==> src/rtl/cpu_pkg.sv <==
// cpu_pkg: shared types and ZADL vector-select codes for the interrupt sequencer.
package cpu_pkg;
    typedef enum logic [1:0] {VEC_NONE, VEC_NMI, VEC_RST, VEC_IRQ} vec_src_t;
    typedef enum logic [1:0] {ST_IDLE, ST_ARMED, ST_SVC} irq_state_t;
    localparam logic [2:0] ZADL_NMI_LO = 3'b101;
    localparam logic [2:0] ZADL_NMI_HI = 3'b100;
    localparam logic [2:0] ZADL_RST_LO = 3'b011;
    localparam logic [2:0] ZADL_RST_HI = 3'b010;
    localparam logic [2:0] ZADL_IRQ_LO = 3'b001;
    localparam logic [2:0] ZADL_IRQ_HI = 3'b000;
    function automatic logic [2:0] zadl_of(vec_src_t s, logic hi);
        return s == VEC_NMI ? (hi ? ZADL_NMI_HI : ZADL_NMI_LO) :
               s == VEC_RST ? (hi ? ZADL_RST_HI : ZADL_RST_LO) :
                              (hi ? ZADL_IRQ_HI : ZADL_IRQ_LO);
    endfunction
endpackage

==> src/rtl/irq_edge_filter.sv <==
// irq_edge_filter: qualifies an NMI falling edge after NMI_MIN_LOW consecutive low samples.
// The saturating count re-arms only once the pin is sampled high again.
module irq_edge_filter #(
    parameter int NMI_MIN_LOW = 1
) (
    input  logic i_clk,
    input  logic i_rst,
    input  logic i_nmi_n,
    output logic o_edge
);
    localparam logic [3:0] MAX = 4'(NMI_MIN_LOW);
    logic [3:0] cnt_q, cnt_d;
    always_comb begin
        cnt_d  = i_nmi_n ? 4'd0 : (cnt_q == MAX ? cnt_q : cnt_q + 4'd1);
        o_edge = !i_nmi_n && (cnt_q == MAX - 4'd1);
    end
    always_ff @(posedge i_clk) begin
        if (i_rst) cnt_q <= 4'd0;
        else       cnt_q <= cnt_d;
    end
endmodule

==> src/rtl/irq_ctl.sv <==
// irq_ctl: NMI/IRQ/RESET sequencer driving BRK injection and ZADL vector selection.
// Define IRQ_CTL_SYNC_EN to pass the NMI/IRQ pins through 2-flop synchronisers.
module irq_ctl
    import cpu_pkg::*;
#(
    parameter int NMI_MIN_LOW = 1
) (
    input  logic       i_clk,
    input  logic       i_rst,
    input  logic       i_nmi_n,
    input  logic       i_irq_n,
    input  logic       i_ready,
    input  logic       i_flag_i,
    input  logic       i_sync,
    input  logic       i_brk,
    input  logic       i_vec_lo,
    input  logic       i_vec_hi,
    output logic       o_int_req,
    output logic       o_rst_seq,
    output logic       o_b_flag,
    output logic [2:0] o_zadl,
    output logic [1:0] o_vec_sel
);
    logic nmi_n, irq_n, nmi_edge;
`ifdef IRQ_CTL_SYNC_EN
    logic [1:0] nmi_sync_q, irq_sync_q;
    always_ff @(posedge i_clk) begin
        if (i_rst) begin
            nmi_sync_q <= 2'b11;
            irq_sync_q <= 2'b11;
        end else begin
            nmi_sync_q <= {nmi_sync_q[0], i_nmi_n};
            irq_sync_q <= {irq_sync_q[0], i_irq_n};
        end
    end
    assign nmi_n = nmi_sync_q[1];
    assign irq_n = irq_sync_q[1];
`else
    assign nmi_n = i_nmi_n;
    assign irq_n = i_irq_n;
`endif

    irq_edge_filter #(.NMI_MIN_LOW(NMI_MIN_LOW)) u_nmi (
        .i_clk  (i_clk),
        .i_rst  (i_rst),
        .i_nmi_n(nmi_n),
        .o_edge (nmi_edge)
    );

    irq_state_t state_q, state_d;
    vec_src_t   vec_sel_q, vec_sel_d, prio, sel;
    logic rst_pend_q, rst_pend_d, nmi_pend_q, nmi_pend_d;
    logic latched_q, latched_d, rst_seq_q, rst_seq_d, b_flag_q, b_flag_d;
    logic req, hw_entry, sw_entry, do_latch, svc_exit;

    always_comb begin
        req      = rst_pend_q | nmi_pend_q | (!irq_n & !i_flag_i);
        prio     = rst_pend_q ? VEC_RST : nmi_pend_q ? VEC_NMI : VEC_IRQ;
        sel      = latched_q ? vec_sel_q : prio;
        // A hardware request outranks a BRK opcode fetched in the same cycle
        hw_entry = i_ready & i_sync & req &
                   ((state_q == ST_ARMED) | ((state_q == ST_IDLE) & i_brk));
        sw_entry = i_ready & i_sync & i_brk & !req & (state_q == ST_IDLE);
        do_latch = (state_q == ST_SVC) & i_ready & i_vec_lo & !latched_q;
        svc_exit = (state_q == ST_SVC) & i_ready & i_vec_hi;
        state_d  = (hw_entry | sw_entry)                       ? ST_SVC   :
                   svc_exit                                    ? ST_IDLE  :
                   ((state_q == ST_IDLE) & i_ready & req)      ? ST_ARMED :
                   ((state_q == ST_ARMED) & i_ready & i_sync)  ? ST_IDLE  : state_q;
        rst_pend_d = rst_pend_q & !(do_latch & (prio == VEC_RST));
        // An edge arriving in the latch cycle survives and is serviced later
        nmi_pend_d = (nmi_pend_q & !(do_latch & (prio == VEC_NMI))) | nmi_edge;
        vec_sel_d  = do_latch ? prio : vec_sel_q;
        latched_d  = (hw_entry | sw_entry) ? 1'b0 : (do_latch | latched_q);
        rst_seq_d  = hw_entry ? rst_pend_q : (svc_exit ? 1'b0 : rst_seq_q);
        b_flag_d   = sw_entry ? 1'b1 : ((hw_entry | svc_exit) ? 1'b0 : b_flag_q);
        o_int_req  = hw_entry;
        o_rst_seq  = rst_seq_q | (hw_entry & rst_pend_q);
        o_b_flag   = b_flag_q | sw_entry;
        o_zadl     = (state_q != ST_SVC) ? 3'b000 :
                     i_vec_lo ? zadl_of(sel, 1'b0) :
                     i_vec_hi ? zadl_of(sel, 1'b1) : 3'b000;
        o_vec_sel  = vec_sel_q;
    end

    always_ff @(posedge i_clk) begin
        if (i_rst) begin
            state_q    <= ST_IDLE;
            vec_sel_q  <= VEC_NONE;
            rst_pend_q <= 1'b1;
            nmi_pend_q <= 1'b0;
            latched_q  <= 1'b0;
            rst_seq_q  <= 1'b0;
            b_flag_q   <= 1'b0;
        end else begin
            state_q    <= state_d;
            vec_sel_q  <= vec_sel_d;
            rst_pend_q <= rst_pend_d;
            nmi_pend_q <= nmi_pend_d;
            latched_q  <= latched_d;
            rst_seq_q  <= rst_seq_d;
            b_flag_q   <= b_flag_d;
        end
    end
endmodule

==> config.mk <==
export PLATFORM = sky130hd
export DESIGN_NAME = irq_ctl
export DESIGN_NICKNAME = d
export VERILOG_FILES = /design/src/rtl/cpu_pkg.sv /design/src/rtl/irq_edge_filter.sv /design/src/rtl/irq_ctl.sv
export SDC_FILE = /design/constraint.sdc
export NUM_CORES = 1
export LEC_CHECK = 0
export ABC_CLOCK_PERIOD_IN_PS = 1270
export CORE_ASPECT_RATIO = 0.7
export CORE_MARGIN = 3
export CORE_UTILIZATION = 35
export DETAILED_ROUTE_END_ITERATION = 6
export SETUP_SLACK_MARGIN = 0.3
export SYNTH_ARGS = -nofsm -noshare
export SYNTH_HDL_FRONTEND = slang
export SYNTH_SLANG_ARGS = --single-unit
==> constraint.sdc <==
create_clock -name i_clk -period 1.27 [get_ports i_clk]
set_input_delay 0.254 -clock i_clk [delete_from_list [all_inputs] [get_ports i_clk]]
set_output_delay 0.254 -clock i_clk [all_outputs]
set_load 0.01 [all_outputs]
==> flow_summary.toml, run 1 <==
[worst_setup_path]
crit_fanout = 4
critPathLaunchType = "flip-flop"
end_kind = "output pin"
arrival_ns = 1.24
criticalPathCategory = "reg -> out"
worstPathRequired_ns = 1.02

[timing]
skew_ns = 0.00391
rsz0062_at_grt = "true"
finalSetupViolCount = 9
finalCritPeriodShare_pct = 118
setup_slack_ns = -0.229
max_freq_mhz = 667
hold_violations = 0
relSlewSlack_pct = 83.0
period_needed_ns = 1.50
worst_pin_slew_ns = 0.255
slew_violations = 0

[power_and_ir_drop]
p_leak_nw = 0.583
p_per_area_nw_per_um2 = 721
vdd_drop_max_v = 0.000695

[min_path]
min_path_type = "reg -> reg"

[detailed_routing]
drt_iter0_markers = 25
ant_nets = 0
via_per_inst = 5.08
dr.pass1.iters = 4
drc = 0
wl_per_cell_microns = 14.9
vias = 808
drt-total-wl_microns = 2370

[synthesis]
ys_ff_latch = 13
syn_area_sq_um = 733
synthFlopType = "dfxtp_1"
avgSynthCellArea_sq_um = 8.63
synthArstFlopShare_pct = 0
syn_nets = 98
ys_seq_area_share_pct = 35.5
synth-edff-count = 0
syn_inst = 85
synth_warnings = 0
synth.top_cells.by_area = "dfxtp_1 35%, ha_1 5.1%, nor2_1 4.1%, nor3_1 3.4%, o21ai_1 3.4%"
yosysTopAreaCell = "dfxtp_1"
synthDistinctLibCells = 35
synth_top_area_share_pct = 35.5

[placement]
dp_hpwl_microns = 1510
place_ws_ns = -0.741
portBuffers = 17
dp.cells = 140
gp_congestion = 0.785

[layout]
syn_to_final_growth_pct = 91.6
layout-drive-gt1-share_pct = 65.7
instances_no_fill = 159
antenna_cells = 0
nets = 151

[clock_tree]
htreeDepth = 1
ctsRootBufferMaster = "clkbuf_4"
clkSinkCount = 13
path_clk_slew_ns = 0.08
clock_path_buffers = 2
numCtsBuffers = 3
clkLatencyLatePin_ns = 0.28
cts_tree = "built"

[floorplan]
io_pins = 18
start_util_pct = 38.2
rows = 13
die_y_microns = 44.3
die-area_sq_um = 2690
core_sq_um = 1920
die_x_microns = 60.7

[global_route]
grt_use_total_pct = 17.1
antenna_found_initial = 0
grt_max_degree = 12
grt_pass1_wl_microns = 3410
grt_pass1_vias = 774
grt-ovfl-total = 0

[flow_run]
drv_cap = 0

[status]
violations = "setup timing"
outcome = "complete, but fails checks"
==> layout make-up <==
class,count,area (sq um)
clock buffers,4,26.3
fillers,139,514
inverters,6,22.5
multi-input cells,65,609
flip-flops and latches,13,280
well taps,22,27.5
repair buffers,49,439
==> registers in the layout (all words and copies together), names as in the netlist <==
| register | flops |
|---|---|
| nmi_pend_q | 1 |
| o_vec_sel | 2 |
| u_nmi.cnt_q | 4 |
| latched_q | 1 |
| state_q | 2 |
| rst_pend_q | 1 |
| b_flag_q | 1 |
| rst_seq_q | 1 |
==> what timing repair did <==
action,in CTS,in global routing
buffers inserted,10,5
endpoints found under the setup margin,20,21
hold buffers,0,0
pin swaps,17,11
resized for setup,69,16
==> cells by family (layout without fill, tap and decap cells) <==
family	count (synthesis)	count (layout)	share of synthesized area, %
compound gates	18	18	17.2
xor+xnor	2	2	2.39
fa+ha+maj	3	3	5.12
buf+inv	7	59	3.58
flops	13	13	35.5
mux	1	1	1.37
simple gates	41	41	34.8
==> cells in the final DEF, fill, tap and decap left out, types with 2 or more instances in the layout <==
cell / Yosys / routed
a211oi_2: 1 / 3
a21oi_1: 3 / 3
a31oi_1: 2 / 2
and2_4: 0 / 2
buf_2: 0 / 4
buf_4: 0 / 19
buf_6: 0 / 17
clkbuf_4: 0 / 3
clkdlybuf4s15_1: 0 / 2
clkdlybuf4s50_1: 0 / 3
dfxtp_1: 13 / 3
dfxtp_2: 0 / 7
dfxtp_4: 0 / 3
dlygate4sd2_1: 0 / 4
ha_2: 0 / 2
inv_1: 6 / 3
inv_2: 0 / 3
nand2_1: 5 / 4
nand2b_4: 0 / 2
nand3_2: 0 / 2
nand3b_1: 2 / 2
nor2_2: 0 / 4
nor2_4: 0 / 3
nor2b_4: 1 / 3
nor3_1: 5 / 5
o21ai_1: 5 / 3
o21ai_2: 0 / 2
o31ai_2: 0 / 2
==> critical path: stages, from the launching register on <==
cell and delay [ns]:
dfxtp_2 0.35, nor2b_4 0.17, buf_6 0.11, buf_6 0.09
and2_4 0.15, buf_6 0.10
==> metal layers <==
metal  up-vias  global-route usage [%]  part of all wire (%)
met5         -                       0                     0
met4         0                    3.90                     0
met3         0                    5.25                   3.8
met2        20                    26.9                    49
met1       377                    23.1                    47
li1        411                       -                     -
==> Yosys cell counts, drive strengths merged, types with 3 or more instances <==
library cell  count
nor2b             3
inv               6
a21oi             3
dfxtp            13
nor3              7
nor2              8
nand2b            3
nand3b            3
ha                3
nand2             5
a211oi            3
o21ai             5
==> metrics by stage <==
step           hold slack (ns)  TNS, ns  cell area (sq um)  utilization [%]  total power, mW
2_1_floorplan            0.324        0                795                -            0.554
3_3_place_gp             0.478    -5.99               1120             58.1            0.665
3_5_place_dp             0.483    -6.12               1120             58.1            0.670
4_1_cts                  0.493    -1.13               1300             67.7            0.971
5_1_grt                  0.516    -2.23               1410             73.2             1.07
6_report                 0.502    -1.49               1410             73.2             1.01
==> where the power goes <==
part	switching [mW]	internal [mW]	total, mW
combinational	0.132	0.170	0.302
clock	0.145	0.122	0.267
sequential	0.0207	0.424	0.445
total	0.298	0.715	1.01
==> worst paths after layout <==
check / cells after the start / from / slack, ns / endpoint
min: 2 / b_flag_q$_SDFFE_PP0P_ / 0.50 / b_flag_q$_SDFFE_PP0P_
max reg2reg: 7 / state_q[1]$_SDFFE_PP0P_ / -0.14 / o_vec_sel[1]$_SDFFE_PP0P_
max: 5 / state_q[1]$_SDFFE_PP0P_ / -0.23 / o_zadl[0]
min reg2reg: 2 / b_flag_q$_SDFFE_PP0P_ / 0.50 / b_flag_q$_SDFFE_PP0P_
No activity file was read; power rests on OpenSTA's default activity.
==> run 2, diff against run 1 <==
--- a/config.mk
+++ b/config.mk
@@ -5,10 +5,12 @@
 export SDC_FILE = /design/constraint.sdc
 export NUM_CORES = 1
 export LEC_CHECK = 0
+export ABC_AREA = 1
 export ABC_CLOCK_PERIOD_IN_PS = 1270
 export CORE_ASPECT_RATIO = 0.7
 export CORE_MARGIN = 3
 export CORE_UTILIZATION = 35
+export CTS_CLUSTER_DIAMETER = 100
 export DETAILED_ROUTE_END_ITERATION = 6
 export SETUP_SLACK_MARGIN = 0.3
 export SYNTH_ARGS = -nofsm -noshare
==> run 2 against run 1 <==
- fmax grew 4.1%
- global-route usage up 0.38 points
- die area shrank 3.9%
- combinational power down 10%
- wire length down 0.38%
- sequential power rose by 2%
- critical path type unchanged
- largest cell class unchanged
- via count up 3.6%
- total power down 2.0%
- non-clock buffer count down 6
- final area decreased by 1.6%
- the run still ends with setup timing left
- register-to-register slack gained 0.16 ns
- worst setup slack gained 0.059 ns
==> flow_summary.toml, run 2 <==
[status]
outcome = "complete, but fails checks"
violations = "setup timing"

[detailed_routing]
drc = 0
ant_nets = 0
top_layer = "met4"
drt_iter0_markers = 31
dr_wl_met3_microns = 102
met2WireLength_microns = 1180
vias = 837
via_per_inst = 4.89
dr.pass1.iters = 4
drt-total-wl_microns = 2360
met1_length_microns = 986
wl_per_cell_microns = 13.8

[timing]
slew_violations = 0
skew_ns = 0.00308
setup_slack_ns = -0.169
hold_violations = 0
relSlewSlack_pct = 78.7
max_freq_mhz = 695
worst_pin_slew_ns = 0.319
rsz0062_at_grt = "true"
finalCritPeriodShare_pct = 113
finalSetupViolCount = 6
period_needed_ns = 1.44
timing.hold.ws_ns = 0.246
setup_tns_ns = -0.829

[layout]
largest-register = "u_nmi.cnt_q"
final_common_cell = "buf_4"
largest_reg_flops = 4
syn_to_final_growth_pct = 97.3
antenna_cells = 0
layout-drive-gt1-share_pct = 64.7
nets = 164
instances_no_fill = 171
final_cell_mix = "17 x buf_4, 14 x nand2_1, 14 x buf_6, 9 x inv_1"

[clock_tree]
path_clk_slew_ns = 0.08
clock_path_buffers = 2
clkSinkCount = 13
ctsRootBufferMaster = "clkbuf_4"
clkLatencyLatePin_ns = 0.29
hold_buffers = 0
numCtsBuffers = 3
cts_tree = "built"
htreeDepth = 1

[synthesis]
syn_nets = 116
avgSynthCellArea_sq_um = 6.80
ys_seq_area_share_pct = 37.1
synth_top_area_share_pct = 37.1
synth-edff-count = 0
syn_inst = 103
yosysMostFrequentCell = "nand2_1"
syn_area_sq_um = 701
synth.top_cells.by_area = "dfxtp_1 37%, nand2_1 12%, inv_1 8.6%, nor2_1 8.0%, ha_1 5.4%"
synth_warnings = 0
synthFlopType = "dfxtp_1"
synthArstFlopShare_pct = 0
synthTopCellsByCount = "22 x nand2_1, 16 x inv_1, 15 x nor2_1, 13 x dfxtp_1, 6 x nand3_1"
synthDistinctLibCells = 19
ys_ff_latch = 13
yosysTopAreaCell = "dfxtp_1"

[placement]
portBuffers = 17
dp_hpwl_microns = 1270
dp.cells = 153
place_ws_ns = -0.768
gp_congestion = 0.868

[power_and_ir_drop]
vdd_drop_max_v = 0.000847
p_leak_nw = 0.635
p_per_area_nw_per_um2 = 718
finalPower_mw = 0.993

[floorplan]
die-area_sq_um = 2580
start_util_pct = 40.6
die_y_microns = 43.4
rows = 12
core_sq_um = 1730
die_x_microns = 59.5
io_pins = 18

[worst_setup_path]
criticalPathCategory = "reg -> out"
arrival_ns = 1.19
crit_fanout = 3
critPathLaunchType = "flip-flop"
end_kind = "output pin"
worstPathRequired_ns = 1.02

[min_path]
min_path_type = "in -> reg"

[global_route]
grt_max_degree = 8
grt-ovfl-total = 0
antenna_found_initial = 0
grt_use_total_pct = 17.5
grt_pass1_wl_microns = 3370
grt_pass1_vias = 754

[flow_run]
drv_cap = 0
run 2: through the flow:
step	area (sq um)	util, %
CTS	1200	69.3
global placement	1020	59.1
global route	1380	80.1
floorplan	734	-
finish	1380	80.1
detailed placement	1020	59.1
run 2: logic make-up (layout without fill, tap and decap cells):
group / after synthesis / after routing / share of synthesized area [%]
AND/OR/NAND/NOR: 56 / 56 / 38.0
buffers and inverters: 18 / 65 / 9.64
flip-flops: 13 / 13 / 37.1
AO/OA/AOI/OAI: 12 / 12 / 8.57
adder cells (fa/ha/maj): 3 / 3 / 5.36
XOR/XNOR: 1 / 1 / 1.25
run 2: timing repair:
item / in CTS / in global routing
setup buffers: 7 / 7
setup endpoints to repair: 20 / 21
pin swaps: 19 / 11
endpoints found under the hold margin: 0 / 0
gates resized for setup: 81 / 34
run 2: final cells by class:
class | count | area, sq um
well taps | 21 | 26.3
fillers | 115 | 344
clock buffers | 4 | 26.3
flip-flops and latches | 13 | 290
inverters | 18 | 75.1
repair buffers | 43 | 382
multi-input cells | 72 | 583
run 2: critical path, cell delays in order, from the launching register on:
cell and delay (ns):
dfxtp_4 0.36, or2_4 0.25, nand4_1 0.09, nand2_1 0.06, buf_2 0.13
run 2: metal layers:
layer | vias to the layer above | global-route usage (%)
li1 | 422 | -
met1 | 380 | 21.7
met2 | 25 | 29.0
met3 | 10 | 5.36
met4 | 0 | 5.43
met5 | - | 0
run 2: worst paths after layout:
check,end,from,cells after the start,slack (ns)
worst min register to register,u_nmi.cnt_q[3]$_SDFFE_PP0P_,u_nmi.cnt_q[3]$_SDFFE_PP0P_,2,0.53
worst min-delay path,rst_seq_q$_SDFFE_PP0P_,i_rst,2,0.25
worst max-delay path,o_rst_seq,state_q[0]$_SDFFE_PP0P_,4,-0.17
worst max register to register,o_vec_sel[0]$_SDFFE_PP0P_,state_q[1]$_SDFFE_PP0P_,9,0.02
run 2: power breakdown:
part	switching, mW	total (mW)	internal [mW]
clock network	0.146	0.269	0.122
registers	0.0314	0.454	0.422
logic	0.133	0.271	0.138
total	0.311	0.993	0.682
==> run 3, diff against run 2 <==
--- a/config.mk
+++ b/config.mk
@@ -7,11 +7,11 @@
 export LEC_CHECK = 0
 export ABC_AREA = 1
 export ABC_CLOCK_PERIOD_IN_PS = 1270
-export CORE_ASPECT_RATIO = 0.7
 export CORE_MARGIN = 3
-export CORE_UTILIZATION = 35
-export CTS_CLUSTER_DIAMETER = 100
+export CORE_UTILIZATION = 46
+export CTS_CLUSTER_SIZE = 28
 export DETAILED_ROUTE_END_ITERATION = 6
+export PLACE_DENSITY = 0.76
 export SETUP_SLACK_MARGIN = 0.3
 export SYNTH_ARGS = -nofsm -noshare
 export SYNTH_HDL_FRONTEND = slang
==> run 3 against run 2 <==
- the flow now stops in 5_1_grt
- synthesized cell count unchanged
- area after synthesis unchanged
==> flow_summary.toml, run 3 <==
[status]
outcome = "aborted with a tool error"
stop_stage = "5_1_grt"
firstError = "[ERROR DPL-0033] detailed placement checks failed during check placement."

[clock_tree]
clock_path_buffers = 2
htreeDepth = 1
hold_buffers = 0
numCtsBuffers = 3
ctsRootBufferMaster = "clkbuf_4"
clkSinkCount = 13

[synthesis]
syn_area_sq_um = 701
syn_nets = 116
ys_ff_latch = 13
synth.top_cells.by_area = "dfxtp_1 37%, nand2_1 12%, inv_1 8.6%, nor2_1 8.0%, ha_1 5.4%"
synth_top_area_share_pct = 37.1
avgSynthCellArea_sq_um = 6.80
ys_seq_area_share_pct = 37.1
yosysMostFrequentCell = "nand2_1"
synth_warnings = 0
synthFlopType = "dfxtp_1"
syn_inst = 103
yosysTopAreaCell = "dfxtp_1"
synthDistinctLibCells = 19
synth-edff-count = 0
synthTopCellsByCount = "22 x nand2_1, 16 x inv_1, 15 x nor2_1, 13 x dfxtp_1, 6 x nand3_1"
synthArstFlopShare_pct = 0

[placement]
dp_hpwl_microns = 1270
place_ws_ns = -0.779
dp.cells = 148
gp_congestion = 0.798
portBuffers = 17

[global_route]
grt_max_degree = 8
antenna_found_initial = 0

[timing]
endpoint_type = "primary output"
worst_endpoint = "o_rst_seq"

[floorplan]
io_pins = 18
start_util_pct = 51.3
die_y_microns = 45.0
die_x_microns = 45.0
rows = 13
-- run 3: cell families after synthesis --
| kind of cell | Yosys count | share of synthesized area, % |
|---|---|---|
| AO/OA/AOI/OAI | 12 | 8.57 |
| buffers and inverters | 18 | 9.64 |
| adder cells (fa/ha/maj) | 3 | 5.36 |
| XOR/XNOR | 1 | 1.25 |
| flip-flops | 13 | 37.1 |
| AND/OR/NAND/NOR | 56 | 38.0 |
-- run 3: what timing repair did --
action,in CTS
hold endpoints to repair,0
setup buffers,6
pin swaps,14
setup endpoints to repair,20
gates resized for setup,67
-- run 3: metrics by stage --
step           area, sq um  utilization, %  hold WS, ns
3_5_place_dp          1020            74.7        0.470
2_1_floorplan          734               -        0.323
4_1_cts               1150            84.2        0.470
3_3_place_gp          1020            74.7        0.459
==> run 4, diff against run 3 <==
--- a/config.mk
+++ b/config.mk
@@ -7,12 +7,10 @@
 export LEC_CHECK = 0
 export ABC_AREA = 1
 export ABC_CLOCK_PERIOD_IN_PS = 1270
-export CORE_MARGIN = 3
-export CORE_UTILIZATION = 46
-export CTS_CLUSTER_SIZE = 28
+export CORE_AREA = 3 3 64 66
 export DETAILED_ROUTE_END_ITERATION = 6
-export PLACE_DENSITY = 0.76
-export SETUP_SLACK_MARGIN = 0.3
+export DIE_AREA = 0 0 67 69
+export PLACE_DENSITY_LB_ADDON = 0.15
 export SYNTH_ARGS = -nofsm -noshare
 export SYNTH_HDL_FRONTEND = slang
 export SYNTH_SLANG_ARGS = --single-unit
==> run 4 against run 3 <==
- the flow now finishes, with violations (setup timing)
==> flow_summary.toml, run 4 (synthesis gave the netlist of run 2 again) <==
[status]
outcome = "complete, but fails checks"
violations = "setup timing"

[worst_setup_path]
reg2reg_slack_ns = 0.09
criticalPathCategory = "reg -> out"
end_kind = "output pin"
rr_startpoint = "rst_pend_q$_SDFF_PP1_"
critPathLaunchType = "flip-flop"
rr_endpoint = "b_flag_q$_SDFFE_PP0P_"
arrival_ns = 1.16
reg2reg_depth = 10
crit_fanout = 5
worstPathRequired_ns = 1.02

[clock_tree]
cts_tree = "built"
clkSinkCount = 13
htreeDepth = 1
ctsRootBufferMaster = "clkbuf_8"
clock_path_buffers = 2
clkLatencyLatePin_ns = 0.24
path_clk_slew_ns = 0.05
numCtsBuffers = 3

[layout]
final_cell_mix = "20 x buf_4, 17 x nand2_1, 13 x inv_1, 12 x nor2_1"
antenna_cells = 0
syn_to_final_growth_pct = 73.8
final_common_cell = "buf_4"
layout-drive-gt1-share_pct = 43.2
nets = 162
final_cell_area_sq_um = 1220
largest-register = "u_nmi.cnt_q"
largest_reg_flops = 4

[power_and_ir_drop]
vdd_drop_max_v = 0.000355
seq_power_share_pct = 44.6
p_leak_nw = 0.589
p_per_area_nw_per_um2 = 827
p_clk_share_pct = 35.5
switching_power_mw = 0.255
swShare_pct = 25.3
cellInternalPower_mw = 0.753
comb_power_share_pct = 20.0

[floorplan]
rows = 22
core_sq_um = 3630
die-area_sq_um = 4620
die_y_microns = 69
die_x_microns = 67
start_util_pct = 19.3
io_pins = 18

[detailed_routing]
wl_per_cell_microns = 9.19
vias = 761
ant_nets = 0
drt_iter0_markers = 13
via_per_inst = 3.88
drt-total-wl_microns = 1800
drc = 0
dr.pass1.iters = 2

[timing]
max_freq_mhz = 708
finalSetupViolCount = 6
relSlewSlack_pct = 84.1
period_needed_ns = 1.41
hold_violations = 0
worst_pin_slew_ns = 0.239
skew_ns = 0.000605
setup_slack_ns = -0.143
finalCritPeriodShare_pct = 111
rsz0062_at_grt = "true"
slew_violations = 0
timing.hold.ws_ns = 0.490

[global_route]
grtUsageMet1_pct = 10.3
grt-ovfl-total = 0
grt_max_degree = 8
grt_pass1_wl_microns = 3220
grt_use_total_pct = 8.88
busiest_layer = "met2"
grt_pass1_vias = 786
antenna_found_initial = 0
use_met2_pct = 15.2
use_met3_pct = 2.28

[placement]
gp_congestion = 0.728
portBuffers = 17
dp_hpwl_microns = 1380
dpl_cell_area_sq_um = 1060

[flow_run]
drv_cap = 0

[min_path]
min_path_cells = 2
hp-start = "u_nmi.cnt_q[3]$_SDFFE_PP0P_"
min_to = "u_nmi.cnt_q[3]$_SDFFE_PP0P_"
min_path_type = "reg -> reg"
-- run 4: power by group through the flow --
stage | sequential, mW | clock [mW] | combinational (mW)
3_3_place_gp | 0.454 | 0 | 0.184
6_report | 0.449 | 0.357 | 0.201
2_1_floorplan | 0.451 | 0 | 0.0831
5_1_grt | 0.453 | 0.399 | 0.227
3_5_place_dp | 0.455 | 0 | 0.186
4_1_cts | 0.448 | 0.378 | 0.205
-- run 4: cell type report --
class                   count  area [sq um]
clock buffers               4          45.0
inverters                  18          70.1
fillers                   427          2420
repair buffers             41           338
well taps                  48          60.1
multi-input cells          72           430
flip-flops and latches     13           274
-- run 4: how the worst max path moves through the flow --
| stage | from | end | slack, ns | cells after the start |
|---|---|---|---|---|
| 2_1_floorplan | latched_q$_SDFF_PP0_ | o_zadl[1] | 0.11 | 4 |
| 3_3_place_gp | i_ready | o_rst_seq | -0.73 | 6 |
| 3_5_place_dp | i_ready | o_rst_seq | -0.75 | 6 |
| 4_1_cts | rst_pend_q$_SDFF_PP1_ | o_b_flag | -0.20 | 7 |
| 5_1_grt | rst_pend_q$_SDFF_PP1_ | o_rst_seq | -0.24 | 6 |
| 6_report | rst_pend_q$_SDFF_PP1_ | o_rst_seq | -0.14 | 6 |
-- run 4: stage by stage --
stage          setup TNS (ns)  power (mW)  setup slack [ns]  instances  util, %
3_5_place_dp            -5.35       0.641            -0.750        185     29.1
6_report               -0.637        1.01            -0.143        196     33.5
3_3_place_gp            -5.12       0.639            -0.725        185     29.1
5_1_grt                 -1.14        1.08            -0.239        196     33.5
2_1_floorplan               0       0.535             0.113        103        -
4_1_cts                -0.762        1.03            -0.197        198     33.2
-- run 4: layer usage --
layer	part of all wire [%]	wire length (microns)
met1	44	801
met2	50	897
met3	5.2	93
met4	0.50	9
met5	0	0
-- run 4: worst max-delay path, cell delays in order, from the launching register on --
cell     delay (ns)
dfxtp_4        0.36
buf_6          0.12
nor2_4         0.09
nand2_4        0.07
nand4_1        0.10
nand2_1        0.06
buf_2          0.13
-- run 4: repair_timing --
action | 4_1_cts | 5_1_grt
hold buffers | 0 | 0
setup endpoints to repair | 8 | 8
gates resized for setup | 59 | 11
setup buffers | 9 | 2
pin swaps | 13 | 5
